===== src/rtl/chip8_video_pkg.sv =====
// chip8_video_pkg: shared CHIP-8 display geometry, RGB565 colours and row-fetch FSM states
package chip8_video_pkg;
  localparam int CHIP8_W = 64;
  localparam int CHIP8_H = 32;
  localparam int FB_BYTES = 256;
  localparam int H_DISP = 640;
  localparam int V_DISP = 480;
  localparam logic [15:0] RGB_WHITE = 16'hFFFF;
  localparam logic [15:0] RGB_BLACK = 16'h0000;
  localparam logic [15:0] RGB_NAVY = 16'h0010;
  typedef enum logic [1:0] {IDLE, REQ, WAIT} fetch_state_e;
endpackage


===== src/rtl/chip8_row_fetch.sv =====
// chip8_row_fetch: reads one 8-byte CHIP-8 row over req/gnt/valid into a 64-bit line buffer
module chip8_row_fetch
  import chip8_video_pkg::*;
(
  input  logic        clk_25MHz,
  input  logic        rst,
  input  logic        start,
  input  logic [4:0]  chip_row,
  output logic        fb_rd_req,
  output logic [7:0]  fb_rd_addr,
  input  logic        fb_rd_gnt,
  input  logic        fb_rd_valid,
  input  logic [7:0]  fb_rd_data,
  output logic [63:0] line_buf,
  output logic        busy
);
  fetch_state_e state;
  logic [4:0] row_q;
  logic [2:0] byte_idx;
  assign fb_rd_req = state == REQ;
  assign fb_rd_addr = {row_q, byte_idx};
  assign busy = state != IDLE;
  always_ff @(posedge clk_25MHz or negedge rst)
    if (!rst) begin
      state <= IDLE;
      row_q <= '0;
      byte_idx <= '0;
      line_buf <= '0;
    end else begin
      case (state)
        IDLE: if (start) begin
          state <= REQ;
          row_q <= chip_row;
          byte_idx <= '0;
        end
        REQ: if (fb_rd_gnt) state <= WAIT;
        WAIT: if (fb_rd_valid) begin
          // byte 0 lands in the top byte so bit 63 is the leftmost pixel
          line_buf[{~byte_idx, 3'b000} +: 8] <= fb_rd_data;
          state <= (byte_idx == 3'd7) ? IDLE : REQ;
          byte_idx <= (byte_idx == 3'd7) ? byte_idx : byte_idx + 3'd1;
        end
        default: state <= IDLE;
      endcase
    end
endmodule


===== src/rtl/chip8_pixel_gen.sv =====
// chip8_pixel_gen: turns VGA pixel coordinates into RGB565 from a 10x scaled 64x32 CHIP-8 image
module chip8_pixel_gen
  import chip8_video_pkg::*;
#(
  parameter int          SCALE        = 10,
  parameter int          V_OFFSET     = 80,
  parameter logic [15:0] FG_COLOR     = RGB_WHITE,
  parameter logic [15:0] BG_COLOR     = RGB_BLACK,
  parameter logic [15:0] BORDER_COLOR = RGB_NAVY
) (
  input  logic        clk_25MHz,
  input  logic        rst,
  input  logic [9:0]  pixel_hpos,
  input  logic        vga_vs,
  output logic [15:0] pixel_data,
  output logic        fb_rd_req,
  output logic [7:0]  fb_rd_addr,
  input  logic        fb_rd_gnt,
  input  logic        fb_rd_valid,
  input  logic [7:0]  fb_rd_data,
  output logic        underrun
);
  localparam int SW = $clog2(SCALE);
  localparam logic [SW-1:0] SUB_LAST = SW'(SCALE - 1);
  logic vs_q, end_q, in_img, busy, line_end, first_px, start;
  logic [8:0] line_idx;
  logic [SW-1:0] sub_row, nx_sub, cur_sub;
  logic [4:0] chip_row;
  logic [5:0] nx_x, cur_x;
  logic [63:0] line_buf;
  assign line_end = pixel_hpos == 10'(H_DISP);
  assign first_px = pixel_hpos == 10'd1;
  assign start = ((vga_vs & ~vs_q) | end_q) & in_img & (sub_row == '0);
  assign cur_sub = first_px ? '0 : nx_sub;
  assign cur_x = first_px ? '0 : nx_x;
  chip8_row_fetch u_fetch (
    .clk_25MHz   (clk_25MHz),
    .rst         (rst),
    .start       (start),
    .chip_row    (chip_row),
    .fb_rd_req   (fb_rd_req),
    .fb_rd_addr  (fb_rd_addr),
    .fb_rd_gnt   (fb_rd_gnt),
    .fb_rd_valid (fb_rd_valid),
    .fb_rd_data  (fb_rd_data),
    .line_buf    (line_buf),
    .busy        (busy)
  );
  // line_idx, in_img, sub_row and chip_row always describe the next line to be shown
  always_ff @(posedge clk_25MHz or negedge rst)
    if (!rst) begin
      vs_q <= 1'b0;
      end_q <= 1'b0;
      line_idx <= '0;
      in_img <= 1'b0;
      sub_row <= '0;
      chip_row <= '0;
    end else begin
      vs_q <= vga_vs;
      end_q <= line_end;
      if (!vga_vs) begin
        line_idx <= '0;
        in_img <= V_OFFSET == 0;
        sub_row <= '0;
        chip_row <= '0;
      end else if (line_end && line_idx != 9'(V_DISP - 1)) begin
        line_idx <= line_idx + 9'd1;
        if (line_idx + 9'd1 == 9'(V_OFFSET)) begin
          in_img <= 1'b1;
          sub_row <= '0;
          chip_row <= '0;
        end else if (in_img) begin
          sub_row <= (sub_row == SUB_LAST) ? '0 : sub_row + SW'(1);
          if (sub_row == SUB_LAST) begin
            chip_row <= chip_row + 5'd1;
            in_img <= chip_row != 5'(CHIP8_H - 1);
          end
        end
      end
    end
  always_ff @(posedge clk_25MHz or negedge rst)
    if (!rst) begin
      pixel_data <= '0;
      nx_sub <= '0;
      nx_x <= '0;
      underrun <= 1'b0;
    end else begin
      pixel_data <= (pixel_hpos == '0) ? '0 : !in_img ? BORDER_COLOR : line_buf[~cur_x] ? FG_COLOR : BG_COLOR;
      if (pixel_hpos != '0) begin
        nx_sub <= (cur_sub == SUB_LAST) ? '0 : cur_sub + SW'(1);
        nx_x <= (cur_sub == SUB_LAST) ? cur_x + 6'd1 : cur_x;
      end
      underrun <= underrun | (first_px & busy);
    end
endmodule


===== config.mk =====
export PLATFORM = sky130hd
export DESIGN_NAME = chip8_pixel_gen
export DESIGN_NICKNAME = d
export VERILOG_FILES = /design/src/rtl/chip8_video_pkg.sv /design/src/rtl/chip8_row_fetch.sv /design/src/rtl/chip8_pixel_gen.sv
export SDC_FILE = /design/constraint.sdc
export NUM_CORES = 1
export LEC_CHECK = 0
export BUFFER_PORTS_ARGS = -buffer_cell sky130_fd_sc_hd__clkbuf_2
export CELL_PAD_IN_SITES_DETAIL_PLACEMENT = 1
export CELL_PAD_IN_SITES_GLOBAL_PLACEMENT = 1
export CORE_UTILIZATION = 49
export DETAILED_ROUTE_END_ITERATION = 16
export PLACE_DENSITY_LB_ADDON = 0.1
export SLEW_MARGIN = 20
export SYNTH_ARGS = -nofsm -noshare
export SYNTH_HDL_FRONTEND = slang
export SYNTH_HIERARCHICAL = 1
export SYNTH_SLANG_ARGS = --single-unit

===== constraint.sdc =====
create_clock -name clk_25MHz -period 2.9 [get_ports clk_25MHz]
set_input_delay 0.435 -clock clk_25MHz [delete_from_list [all_inputs] [get_ports clk_25MHz]]
set_output_delay 0.435 -clock clk_25MHz [all_outputs]
set_load 0.005 [all_outputs]

Word-level counts from Yosys, hierarchy flattened --
Cells that the tools add are included.
Word-level totals: word-level logic and storage cells 99, RAM bits 0, flip-flop bits (word level) 122, memories 0, bits in read-only memories 0, latch bits 0, input bits 23, output and inout port bits 26
Operators by class: add/sub/neg operators 7, $mul 0, reductions and logical operators 13, equal/unequal tests 17, bitwise logic cells 9, div/mod/pow operators 0, order comparisons 1, multiplexer cells 36, shift-type cells 2
Operator list (number):
- $bwmux W64 | 1
- $shift A8 B8 Y64 const A | 1
- $shiftx A8 B8 Y64 | 1
- $mux W16 | 3
- $mux W4 | 7
- $mux W5 | 5
- $mux W9 | 2
- $mux W6 | 2
- $eq A10 B1 Y1 const B | 1
- $eq A10 B10 Y1 const B | 1
- $logic_not A10 Y1 | 1
- $reduce_bool A10 Y1 | 1
- $add A9 B1 Y9 const B | 1
- $eq A9 B7 Y1 const B | 1
- $mux W3 | 3
- $ne A9 B9 Y1 const B | 1
- $add A4 B1 Y4 const B | 2
- $eq A4 B4 Y1 const B | 2
- $neg A6 Y8 | 1
- $lt A6 B7 Y1 const B | 1
- $mux W1 | 7
- $add A6 B1 Y6 const B | 1
- $bmux W1 S6 | 1
- $mux W2 | 3
- 23 further kinds | 35

Longest topological paths before layout --
word-level depth 8, mapped depth 8

Cells and area by module --
Netlist, hierarchy kept.
By module, submodules not included:
- chip8_row_fetch | seq. area each 1851.8 um^2, instances 1, cells an instance 242, area each 3304.4 um^2
- chip8_pixel_gen | seq. area each 850.8 um^2, instances 1, cells an instance 286, area each 2720.1 um^2

Least setup slack after synthesis --
Ideal clock, no wire load.
kind reg2reg, start reg u_fetch.byte_idx[0], end reg u_fetch.line_buf[32], stages on the path, launching flop included 8, library setup time 0.125 ns, arrival time 2.071 ns, required time 2.775 ns, path slack 0.704 ns, path through dfrtp_1 buf_4 inv_1 ha_1 buf_2 nand3b_4 nor4b_4 mux2_2
On the way: word-level cells in the longest chain between the ends 4, elaborated cells on any way between the ends 5
RTL lines:
- start, declared | line chip8_row_fetch.sv:19 | logic [2:0] byte_idx;
- start signal, assigned | line chip8_row_fetch.sv:41 | byte_idx <= (byte_idx == 3'd7) ? byte_idx : byte_idx + 3'd1;
- $not A3 Y3 * | line chip8_row_fetch.sv:39 | line_buf[{~byte_idx, 3'b000} +: 8] <= fb_rd_data;
- $neg A6 Y8 * | line chip8_row_fetch.sv:39
- $shiftx A8 B8 Y64 / $shift A8 B8 Y64 (equally long branches) | line chip8_row_fetch.sv:39
- $bwmux W64 * | line chip8_row_fetch.sv:39
- end signal, assigned by index | line chip8_row_fetch.sv:39
- end, declared | line chip8_row_fetch.sv:14 | output logic [63:0] line_buf,
Every way passes the cells marked *; elsewhere a longest branch is shown, timed or not. A chain may end at the register's enable or synchronous reset.

Worst setup path after layout --
start reg line_idx[0], end reg sub_row[1]
On the way: word-level cells in the longest chain between the ends 5, elaborated cells on any way between the ends 10
RTL lines:
- start, declared | line chip8_pixel_gen.sv:26 | logic [8:0] line_idx;
- start signal, assigned | line chip8_pixel_gen.sv:67 | line_idx <= line_idx + 9'd1;
- $add A9 B1 Y9 | line chip8_pixel_gen.sv:68 | if (line_idx + 9'd1 == 9'(V_OFFSET)) begin
- $eq A9 B7 Y1 | line chip8_pixel_gen.sv:68
- $mux W4 | line chip8_pixel_gen.sv:68
- $mux W4 | line chip8_pixel_gen.sv:66 | end else if (line_end && line_idx != 9'(V_DISP - 1)) begin
- $mux W4 | line chip8_pixel_gen.sv:61 | if (!vga_vs) begin
- end signal, assigned | line chip8_pixel_gen.sv:73 | sub_row <= (sub_row == SUB_LAST) ? '0 : sub_row + SW'(1);
- end, declared | line chip8_pixel_gen.sv:27 | logic [SW-1:0] sub_row, nx_sub, cur_sub;
Several ways; a longest one is shown, not always the timed one. The select of a mux whose other input is x is not followed.

==> impl_metrics.json <==
{
  "outcome": "finished clean",
  "num_vias": 4140,
  "hold_path.class": "in -> async",
  "syn_nets": 564,
  "reg2reg_to": "sub_row[1]$_DFFE_PN0P_",
  "n_antenna_cell": 0,
  "instances_no_fill": 713,
  "pin_count": 49,
  "place_inst": 697,
  "synth_edf_count": 0,
  "cts_resized": 0,
  "clk_pin_slew_worst_paths_ps": 70,
  "reg2reg_depth": 6,
  "crit_path_end_kind": "flip-flop",
  "hold_violations": 0,
  "finalWeightedCongestion": 0.785,
  "clock_sinks": 108,
  "ant_nets": 0,
  "fp.dieW_um": 113,
  "arrival_ps": 2770,
  "postCtsSetupRepairBufs": 0,
  "die_y_um": 113,
  "netlist_top_cells_count": "dfrtp_1 (108), mux2_2 (60), nand2_1 (34), inv_1 (31), mux2i_1 (30)",
  "grt_pass1_vias": 4483,
  "syn_area_per_cell_um2": 11.4,
  "grt_usage_pct": 24.2,
  "r2r_slack_ps": 370,
  "syn_area_um2": 6020,
  "peakVddDrop_mv": 0.401,
  "dpl.hpwl_mm": 9.79,
  "ys_warn_count": 6,
  "finalNetCount": 597,
  "first_iter_violations": 146,
  "clock_latency_ps": 360,
  "initial_core_util_pct": 50.2,
  "fin_setup_tns_ps": 0,
  "grt_max_degree": 71,
  "r2r-start": "line_idx[0]$_DFFE_PN0P_",
  "ys_top_cells_by_area": "dfrtp_1 (45%), mux2_2 (11%), mux2i_1 (5.0%)",
  "drv_cap": 0,
  "cts_buffers": 9,
  "die-area_um2": 12700,
  "row_count": 40,
  "synth_flop_cell": "dfrtp_1",
  "rsz0062_at_grt": "no",
  "relSlewSlack_pct": 42.3,
  "powerDensity_nw_per_um2": 683,
  "multi_input_area_um2": 2920,
  "drv_slew": 0,
  "io_buffers": 48,
  "htreeDepth": 3,
  "path_class": "reg -> reg",
  "place_area_um2": 6250,
  "vias_per_cell": 5.81,
  "post_route_cells_drive_above_1_share_pct": 29.2,
  "cts_tree": "yes",
  "synth.most_common_cell": "dfrtp_1",
  "cts-root-buf": "clkbuf_16",
  "finalCritPeriodShare_pct": 87.2,
  "timing.fmax_mhz": 395,
  "tightest_slew_ps": 862,
  "stdcell_area_um2": 6520,
  "overflow": 0,
  "critPathLaunchType": "flip-flop",
  "power_mw": 4.45,
  "seq_area_um2": 2700,
  "yosysSeqAreaShare_pct": 44.9,
  "drtPass1Iterations": 4,
  "drc": 0,
  "hold_ws_ps": 52.0,
  "critPathMaxFanout": 15,
  "p_leak_nw": 3.24,
  "grt_pass1_wl_mm": 23.4,
  "cts_max_path_buffers": 2,
  "ys_ff_latch": 108,
  "hold_buffers": 0,
  "skew_ps": 6.80,
  "nFillCells": 1278,
  "finalSetupViolCount": 0,
  "cp.required_ps": 3140,
  "core_um2": 12000,
  "antenna_found_initial": 0,
  "areaGrowthSynthToFinish_pct": 8.18,
  "netlist_instances": 528,
  "synth_top_cell_by_area": "dfrtp_1",
  "ys_async_sr_fraction_pct": 100,
  "synth_top_area_share_pct": 44.9,
  "drt-total-wl_mm": 14.0,
  "yosysUniqueCellTypes": 69,
  "layout_min_cycle_time_ps": 2530,
  "wire_per_inst_um": 19.7
}
## final cells by class
| type | count | share of cell area [%] |
|---|---|---|
| sequential | 108 | 41.5 |
| timing repair buffer | 57 | 4.95 |
| clock buffer | 10 | 3.51 |
| tap | 147 | 2.82 |
| inverter | 31 | 1.79 |
| clock inverter | 6 | 0.614 |
| multi-input combinational | 354 | 44.8 |
## worst max path at each step
stage	cells past startpoint	slack, ps	from	to
6_report	6	370	line_idx[0]$_DFFE_PN0P_	sub_row[1]$_DFFE_PN0P_
2_1_floorplan	7	700	u_fetch/byte_idx[0]$_DFFE_PN0P_	u_fetch/line_buf[32]$_DFFE_PN0P_
3_5_place_dp	6	380	line_idx[0]$_DFFE_PN0P_	sub_row[1]$_DFFE_PN0P_
3_3_place_gp	5	480	u_fetch/byte_idx[0]$_DFFE_PN0P_	u_fetch/line_buf[38]$_DFFE_PN0P_
4_1_cts	6	370	line_idx[0]$_DFFE_PN0P_	sub_row[1]$_DFFE_PN0P_
5_1_grt	6	210	line_idx[0]$_DFFE_PN0P_	sub_row[1]$_DFFE_PN0P_
## worst max-delay path, stage by stage, from the launching register on
cell,delay (ps)
dfrtp_1,410
ha_1,260
nand3_2,130
o41ai_4,790
nand2_2,310
and3_1,250
a32o_1,250
## placed cells by master (no fill, tap or decap), types with 4 or more instances in the layout
| cell type | instances |
|---|---|
| nor3b_1 | 4 |
| and2_1 | 27 |
| dfrtp_1 | 108 |
| inv_1 | 31 |
| nand2_1 | 34 |
| nand3b_1 | 5 |
| clkbuf_16 | 9 |
| mux4_2 | 7 |
| nor2_1 | 22 |
| o21ai_0 | 14 |
| nor3_1 | 7 |
| nor2b_1 | 4 |
| mux2_2 | 60 |
| buf_4 | 9 |
| nand3_2 | 4 |
| a21oi_1 | 10 |
| nand2b_1 | 7 |
| nand3_1 | 15 |
| mux2i_1 | 30 |
| ha_1 | 13 |
| xnor2_1 | 7 |
| xor2_1 | 6 |
| clkbuf_2 | 47 |
| a31oi_1 | 7 |
## stage by stage
stage,worst slack (ps),util [%]
final,370,54.3
after global routing,211,54.3
after CTS,370,54.3
after detailed placement,376,52.0
after global placement,484,52.0
after floorplan,704,-
## routing by layer
layer  wire length [µm]  track usage (%)  vias to the layer above
met5                  0                0                        -
met4                252             8.16                        0
met3                428             4.07                       17
met2               7140             41.6                       73
met1               6220             31.1                     2116
li1                   -                -                     1934
## sequential cells by signal, indices dropped and copies added, names as in the netlist, 3 cells and up
signal            flops
line_idx              9
u_fetch/byte_idx      3
chip_row              5
nx_sub                4
u_fetch/line_buf     64
sub_row               4
u_fetch/row_q         5
nx_x                  6
## kinds of logic after synthesis
logic type	Yosys count	share of synthesized area, %
and+or+nand+nor	165	17.2
DFF	108	44.9
muxes	97	18.8
AOI/OAI and AO/OA	66	7.95
buffers and inverters	66	6.62
xor gates and xnor gates	13	1.89
adders and majority gates	13	2.70
## report_power, final
part / switching [mW] / leakage (nW) / internal (mW)
registers: 0.264 / 1.42 / 1.75
clock network: 0.566 / 0.133 / 0.583
logic: 0.684 / 1.70 / 0.601
Power figures use the tool's default switching activity.
